File: src/rtl/motor_pulse_generator.sv
// Stepper driver pulse generator: turns a change-bit toggle into a move of
// step_count STEP pulses, with DIR set up ahead of the first pulse and one
// queued request for toggles that arrive while a move is in progress.
module motor_pulse_generator #(
  parameter int DIR_SETUP   = 2,
  parameter int HIGH_CYCLES = 3,
  parameter int LOW_CYCLES  = 5
) (
  input  logic        clk,
  input  logic        reset,
  input  logic [10:0] step_count,
  input  logic        dir_in,
  input  logic        change,
  output logic        step,
  output logic        dir,
  output logic        busy,
  output logic        done,
  output logic [10:0] steps_remaining
);

  localparam int MAX_PH = (DIR_SETUP > HIGH_CYCLES) ?
                          ((DIR_SETUP > LOW_CYCLES) ? DIR_SETUP : LOW_CYCLES) :
                          ((HIGH_CYCLES > LOW_CYCLES) ? HIGH_CYCLES : LOW_CYCLES);
  localparam int PH_W   = (MAX_PH > 1) ? $clog2(MAX_PH) : 1;

  localparam logic [PH_W-1:0] SETUP_LAST = PH_W'(DIR_SETUP - 1);
  localparam logic [PH_W-1:0] HIGH_LAST  = PH_W'(HIGH_CYCLES - 1);
  localparam logic [PH_W-1:0] LOW_LAST   = PH_W'(LOW_CYCLES - 1);

  typedef enum logic [2:0] {IDLE, SETUP, HIGH, LOW, DONE} state_t;

  state_t          state_q, state_d;
  logic [PH_W-1:0] phase_q;
  logic            phase_last;
  logic            change_q;
  logic            toggle;
  logic            pend_q;
  logic [10:0]     pend_cnt_q;
  logic            pend_dir_q;
  logic            load;
  logic [10:0]     load_cnt;
  logic            load_dir;
  logic            step_d, busy_d, done_d;

  assign toggle = change ^ change_q;

  // A queued request always wins over the live inputs when a move is started;
  // IDLE also starts on a pending request left over from a toggle in DONE.
  assign load     = ((state_q == IDLE) && (toggle || pend_q)) ||
                    ((state_q == DONE) && pend_q);
  assign load_cnt = pend_q ? pend_cnt_q : step_count;
  assign load_dir = pend_q ? pend_dir_q : dir_in;

  // Marks the final cycle of the current timed phase
  always_comb begin
    phase_last = 1'b0;
    case (state_q)
      SETUP:   phase_last = (phase_q == SETUP_LAST);
      HIGH:    phase_last = (phase_q == HIGH_LAST);
      LOW:     phase_last = (phase_q == LOW_LAST);
      default: phase_last = 1'b0;
    endcase
  end

  // Next-state logic
  always_comb begin
    state_d = state_q;
    case (state_q)
      IDLE:    if (load) state_d = SETUP;
      SETUP:   if (phase_last) state_d = (steps_remaining == 11'd0) ? DONE : HIGH;
      HIGH:    if (phase_last) state_d = LOW;
      LOW:     if (phase_last) state_d = (steps_remaining != 11'd0) ? HIGH : DONE;
      DONE:    state_d = load ? SETUP : IDLE;
      default: state_d = IDLE;
    endcase
  end

  // Output decode from the next state so step/busy/done come straight off flops
  always_comb begin
    step_d = (state_d == HIGH);
    done_d = (state_d == DONE);
    busy_d = (state_d != IDLE);
  end

  // State, phase timer, move datapath and pending slot
  always_ff @(posedge clk) begin
    if (reset) begin
      state_q         <= IDLE;
      phase_q         <= '0;
      change_q        <= change;
      pend_q          <= 1'b0;
      step            <= 1'b0;
      dir             <= 1'b0;
      busy            <= 1'b0;
      done            <= 1'b0;
      steps_remaining <= 11'd0;
    end else begin
      state_q  <= state_d;
      change_q <= change;
      step     <= step_d;
      busy     <= busy_d;
      done     <= done_d;

      if ((state_d != state_q) || (state_q == IDLE) || (state_q == DONE))
        phase_q <= '0;
      else
        phase_q <= phase_q + 1'b1;

      if (load) begin
        dir             <= load_dir;
        steps_remaining <= load_cnt;
      end else if ((state_q == HIGH) && phase_last) begin
        steps_remaining <= steps_remaining - 11'd1;
      end

      // Latest toggle seen while busy (or while a queued request is being
      // consumed) overwrites the slot; otherwise a consumed slot is freed.
      if (toggle && ((state_q != IDLE) || pend_q)) begin
        pend_q     <= 1'b1;
        pend_cnt_q <= step_count;
        pend_dir_q <= dir_in;
      end else if (load && pend_q) begin
        pend_q <= 1'b0;
      end
    end
  end

endmodule

File: config.mk
export PLATFORM = sky130hd
export DESIGN_NAME = motor_pulse_generator
export DESIGN_NICKNAME = d
export VERILOG_FILES = /design/src/rtl/motor_pulse_generator.sv
export SDC_FILE = /design/constraint.sdc
export NUM_CORES = 1
export LEC_CHECK = 0
export BUFFER_PORTS_ARGS = -buffer_cell sky130_fd_sc_hd__buf_2
export CAP_MARGIN = 20
export CORE_MARGIN = 2
export CORE_UTILIZATION = 45
export DETAILED_ROUTE_END_ITERATION = 10
export GPL_TIMING_DRIVEN = 0
export PLACE_DENSITY = 0.67
export REMOVE_ABC_BUFFERS = 1
export SYNTH_ARGS = -nofsm -noshare
export SYNTH_HDL_FRONTEND = slang
export SYNTH_SLANG_ARGS = --single-unit
File: constraint.sdc
create_clock -name clk -period 3.5 [get_ports clk]
set_input_delay 0.175 -clock clk [delete_from_list [all_inputs] [get_ports clk]]
set_output_delay 0.175 -clock clk [all_outputs]
set_load 0.01 [all_outputs]
## Word level (Yosys, flattened, before mapping)

Cells that the tools add are included.

- Register bits: 35
- Output and inout port bits: 15
- Bits of input ports: 15
- Logic and storage cells: 59

- Reductions and logical operators: 19
- Bitwise gates (word level): 2
- Equal/unequal tests: 10
- $add $sub $neg: 2
- Muxes and demuxes: 15

Operators by type and width:

| cell | number |
|---|---|
| 11-bit 2-to-1 mux | 3 |
| 3-bit 2-to-1 mux | 6 |
| 3-bit case mux with 5 select lines | 1 |
| 3-bit by 2-bit equality test with 1-bit output, second input constant | 4 |
| 11-bit zero test | 1 |
| 11-bit nonzero test | 1 |
| 11-bit by 1-bit subtractor with 11-bit output, second input constant | 1 |
| 3-bit equality test, second input constant | 3 |
| 3-bit by 1-bit equality test with 1-bit output, second input constant | 2 |
| 3-bit nonzero test | 2 |
| 1-bit logical AND | 5 |
| 1-bit logical OR | 5 |
| 1-bit 2-to-1 mux | 4 |
| 2-bit nonzero test | 2 |
| 3-bit by 1-bit adder with 3-bit output, second input constant | 1 |
| 3-bit zero test | 1 |
| 3-bit != test | 1 |
| 1-bit case mux with 3 select lines | 1 |
| 2-bit AND reduction | 1 |
| 2-bit OR reduction | 1 |
| 1-bit NOT | 1 |
| 1-bit bitwise XOR | 1 |

## Depth between registers and ports, before layout

- Word-level depth: 10
- Gate-level depth with buffers: 6
- Gate-level depth less buffers: 6

## Least setup slack after synthesis

OpenSTA, ideal clock, no wires.

- Path kind: register to register
- Start: register state_q[0]
- End: register pend_cnt_q[0] (enable)
- Cell stages (with the launch flop): 5
- Data arrival time: 1.712 ns
- Slack: 1.390 ns
- Setup time: 0.399 ns
- Path buffers: 1
- Path through: dfxtp_1 > clkbuf_1 > or2_2 > nor3_1 > nor3_1

- Longest elaborated chain between the ends: 4

Ends and longest elaborated chain:

| what | RTL line | text |
|---|---|---|
| start, declared | 32 | `state_t state_q, state_d;` |
| start signal, assigned | 98 | `state_q <= state_d;` |
| 3-bit nonzero test | 118 | `if (toggle && ((state_q != IDLE) \|\| pend_q)) begin` |
| 1-bit logical OR | 118 |  |
| 1-bit logical AND | 118 |  |
| 2-bit AND reduction (no source line) | -- |  |
| end signal, assigned | 120 | `pend_cnt_q <= step_count;` |
| end, declared | 38 | `logic [10:0] pend_cnt_q;` |

Every way passes these cells.
A chain may end at the register's enable or synchronous reset.

## Worst setup path after layout

- Start: register pend_q
- End: register steps_remaining[9]

- Longest elaborated chain between the ends: 4

Ends and longest elaborated chain:

| what | RTL line | text |
|---|---|---|
| start, declared | 37 | `logic pend_q;` |
| start signal, assigned | 91 | `pend_q <= 1'b0;` |
| start signal, assigned | 119 | `pend_q <= 1'b1;` |
| start signal, assigned | 123 | `pend_q <= 1'b0;` |
| 1-bit logical OR | 49 | `assign load = ((state_q == IDLE) && (toggle \|\| pend_q)) \|\|` |
| 1-bit logical AND | 49 |  |
| 1-bit logical OR | 49 |  |
| 11-bit 2-to-1 mux or 2-bit nonzero test (tied branches) | -- |  |
| end signal, assigned | 111 | `steps_remaining <= load_cnt;` |
| end signal, assigned | 113 | `steps_remaining <= steps_remaining - 11'd1;` |
| end, declared | 18 | `output logic [10:0] steps_remaining` |

Several ways; a longest one is shown, not always the timed one.

==> impl_metrics.csv <==
group,metric,value,unit
timing,hold_ws,0.0187,ns
die,dieWidth,64.8,um
run_status,status,"completed",
clocking,ctsResizeCount,0,
detailed_routing,routed_wl,3360,um
timing,slew_headroom,53.3,%
clocking,insertion_delay,0.29,ns
place,portBuffers,29,
pwr,ir_worst_vdd,271,uV
synth,synth_edf_count,12,
synth,synth_seq_cells,35,
synth,ys_top_cells_by_area,"dfxtp_1 (28%), edfxtp_1 (22%), a2111oi_0 (4.2%)",
timing,setup_slack,1.56,ns
timing,fmax,0.516,GHz
min_path,min_path_type,"primary input to register",
synth,syn_area,1660,um^2
cells_and_area,syn_to_final_growth,16.3,%
critical_path,critPathRequiredTime,3.64,ns
die,start_util,46.1,%
timing,rsz0062_at_grt,"no",
synth,async_reset_ff_share,0,%
clocking,cts_made_buffers,5,
critical_path,path_cells,"o21ba_2 > a2111oi_0 > a311oi_1",
global_routing,grt_max_degree,24,
timing,post-route-period-util,55.3,%
timing,worstMarginPinSlew,0.699,ns
synth,yosysTopAreaCell,"dfxtp_1",
synth,synthCells,156,
critical_path,max_stage_delay,0.77,ns
die,core,3610,um^2
clocking,post-cts-setup-buffer-count,0,
critical_path,crit_type,"register to register",
critical_path,crit_arrival,2.07,ns
synth,ys_warn_count,0,
pwr,cellPowerDensity,523,nW/um^2
clocking,path_clk_slew,0.07,ns
clocking,htreeDepth,2,
cells_and_area,fin_nets,202,
timing,hold_violations,0,
global_routing,antenna_found_initial,0,
detailed_routing,drtIter0Drc,31,
synth,ys_seq_area_share,49.4,%
critical_path,path_max_fanout,23,
timing,finClkSkew,0.00581,ns
cells_and_area,drive_gt1_share,25.8,%
timing,post-route-min-period,1.94,ns
pwr,swShare,30.3,%
detailed_routing,routedWlPerCell,14.4,um
clocking,cts_hold_buf,0,
synth,synth_top_area_share,27.7,%
detailed_routing,drtPass1Iterations,4,
critical_path,start_kind,"register",
place,place_ws,1.59,ns
critical_path,rr_worst_depth,3,
place,gp_congestion,0.786,
cells_and_area,diodes,0,
detailed_routing,drc,0,
die,dieArea,4200,um^2
min_path,hold_depth,1,
pwr,p_clk_share,27.1,%
place,dp_cells,226,
timing,drv_slew,0,
clocking,cts_tree,"done",
die,dieHeight,64.8,um
pwr,p_comb_share,21.9,%
die,fp-row-count,22,
global_routing,grt_pass1_vias,1206,
synth,yosys-top-cells-count,"dfxtp_1 (23), edfxtp_1 (12), a2111oi_0 (8), nand3_1 (8), nor2b_1 (8)",
timing,setup_violations,0,
timing,finalSetupTns,0,ns
die,ios,30,
place,hpwl,2450,um
clocking,clockRootBuffer,"clkbuf_8",
clocking,cts_buffer_depth,2,
flow_run,maxCapViolations,0,
synth,avgSynthCellArea,10.7,um^2
synth,synth_top_flop_cell,"dfxtp_1",
synth,yosysMostFrequentCell,"dfxtp_1",
pwr,internal_power,0.706,mW
detailed_routing,vias_per_cell,5.51,
critical_path,critical-path-slowest-cell,"dfxtp_1",
critical_path,end_kind,"register",
pwr,power.switching,0.306,mW
clocking,clock-sinks,35,
detailed_routing,num_vias,1289,
pwr,power_leakage,0.718,nW
synth,yosysUniqueCellTypes,47,
global_routing,grt.overflow.total,0,
global_routing,grt_usage,17.5,%
detailed_routing,ant_nets,0,
pwr,seqPwrFrac,51.0,%
global_routing,grt_pass1_wl,5630,um
cells_and_area,layout.cells.non_filler,234,
cell type report:
cell class,count,area [um^2]
clock buffers,8,80.1
repair buffers,30,156
flip-flops and latches,35,821
inverters,5,18.8
well taps,48,60.1
fillers,350,1670
multi-input cells,108,798
cell families after synthesis:
group                    count (synthesis)  share of synthesized area (%)
XOR/XNOR                                 7                           3.69
buffers and inverters                   13                           2.93
AO/OA/AOI/OAI                           41                           18.7
adder cells (fa/ha/maj)                  2                           1.50
flip-flops                              35                           49.4
multiplexers                             5                           3.31
AND/OR/NAND/NOR                         53                           20.5
critical path: cells and delay by family (launching register included):
| family | cells | cell delay [ns] |
|---|---|---|
| flops | 1 | 0.77 |
| compound gates | 3 | 1.01 |
state kept, by name (all words and copies together), names as in the netlist:
signal,cells
pend_q,1
done,1
phase_q,3
pend_cnt_q,11
dir,1
busy,1
steps_remaining,11
change_q,1
state_q,3
step,1
pend_dir_q,1
stage by stage:
stage | total power, mW | util (%) | instance area (um^2)
global route | 1.07 | 53.6 | 1930
finish | 1.01 | 53.6 | 1930
global placement | 0.735 | 51.0 | 1840
CTS | 1.02 | 53.6 | 1930
detailed placement | 0.745 | 51.4 | 1850
floorplan | 0.665 | - | 1630
final timing paths:
check	from	slack, ns	endpoint
hold reg to reg	dir	0.52	dir
hold / removal	change	0.02	change_q
setup / recovery	pend_q	1.56	steps_remaining[9]
setup reg to reg	pend_q	1.56	steps_remaining[9]
routing by layer:
metal / up-vias / GRT usage, % / wire length (um)
li1: 659 / - / -
met1: 593 / 22.7 / 1600
met2: 31 / 27.8 / 1570
met3: 6 / 5.21 / 128
met4: 0 / 6.12 / 52
met5: - / 0 / 0
power groups by stage:
stage	Clock (mW)	Combinational [mW]	Sequential, mW
floorplan	0	0.137	0.528
global placement	0	0.213	0.522
detailed placement	0	0.221	0.525
CTS	0.282	0.222	0.516
global route	0.298	0.247	0.523
finish	0.274	0.222	0.516
placed cells by master (no fill, tap or decap), drive strengths merged, types with 6 or more instances in the layout:
| cell | n |
|---|---|
| a2111oi | 8 |
| a21oi | 6 |
| a311oi | 6 |
| buf | 30 |
| clkbuf | 8 |
| dfxtp | 23 |
| edfxtp | 12 |
| nand2 | 6 |
| nand3 | 8 |
| nor2 | 6 |
| nor2b | 8 |
Power figures use the tool's default switching activity.
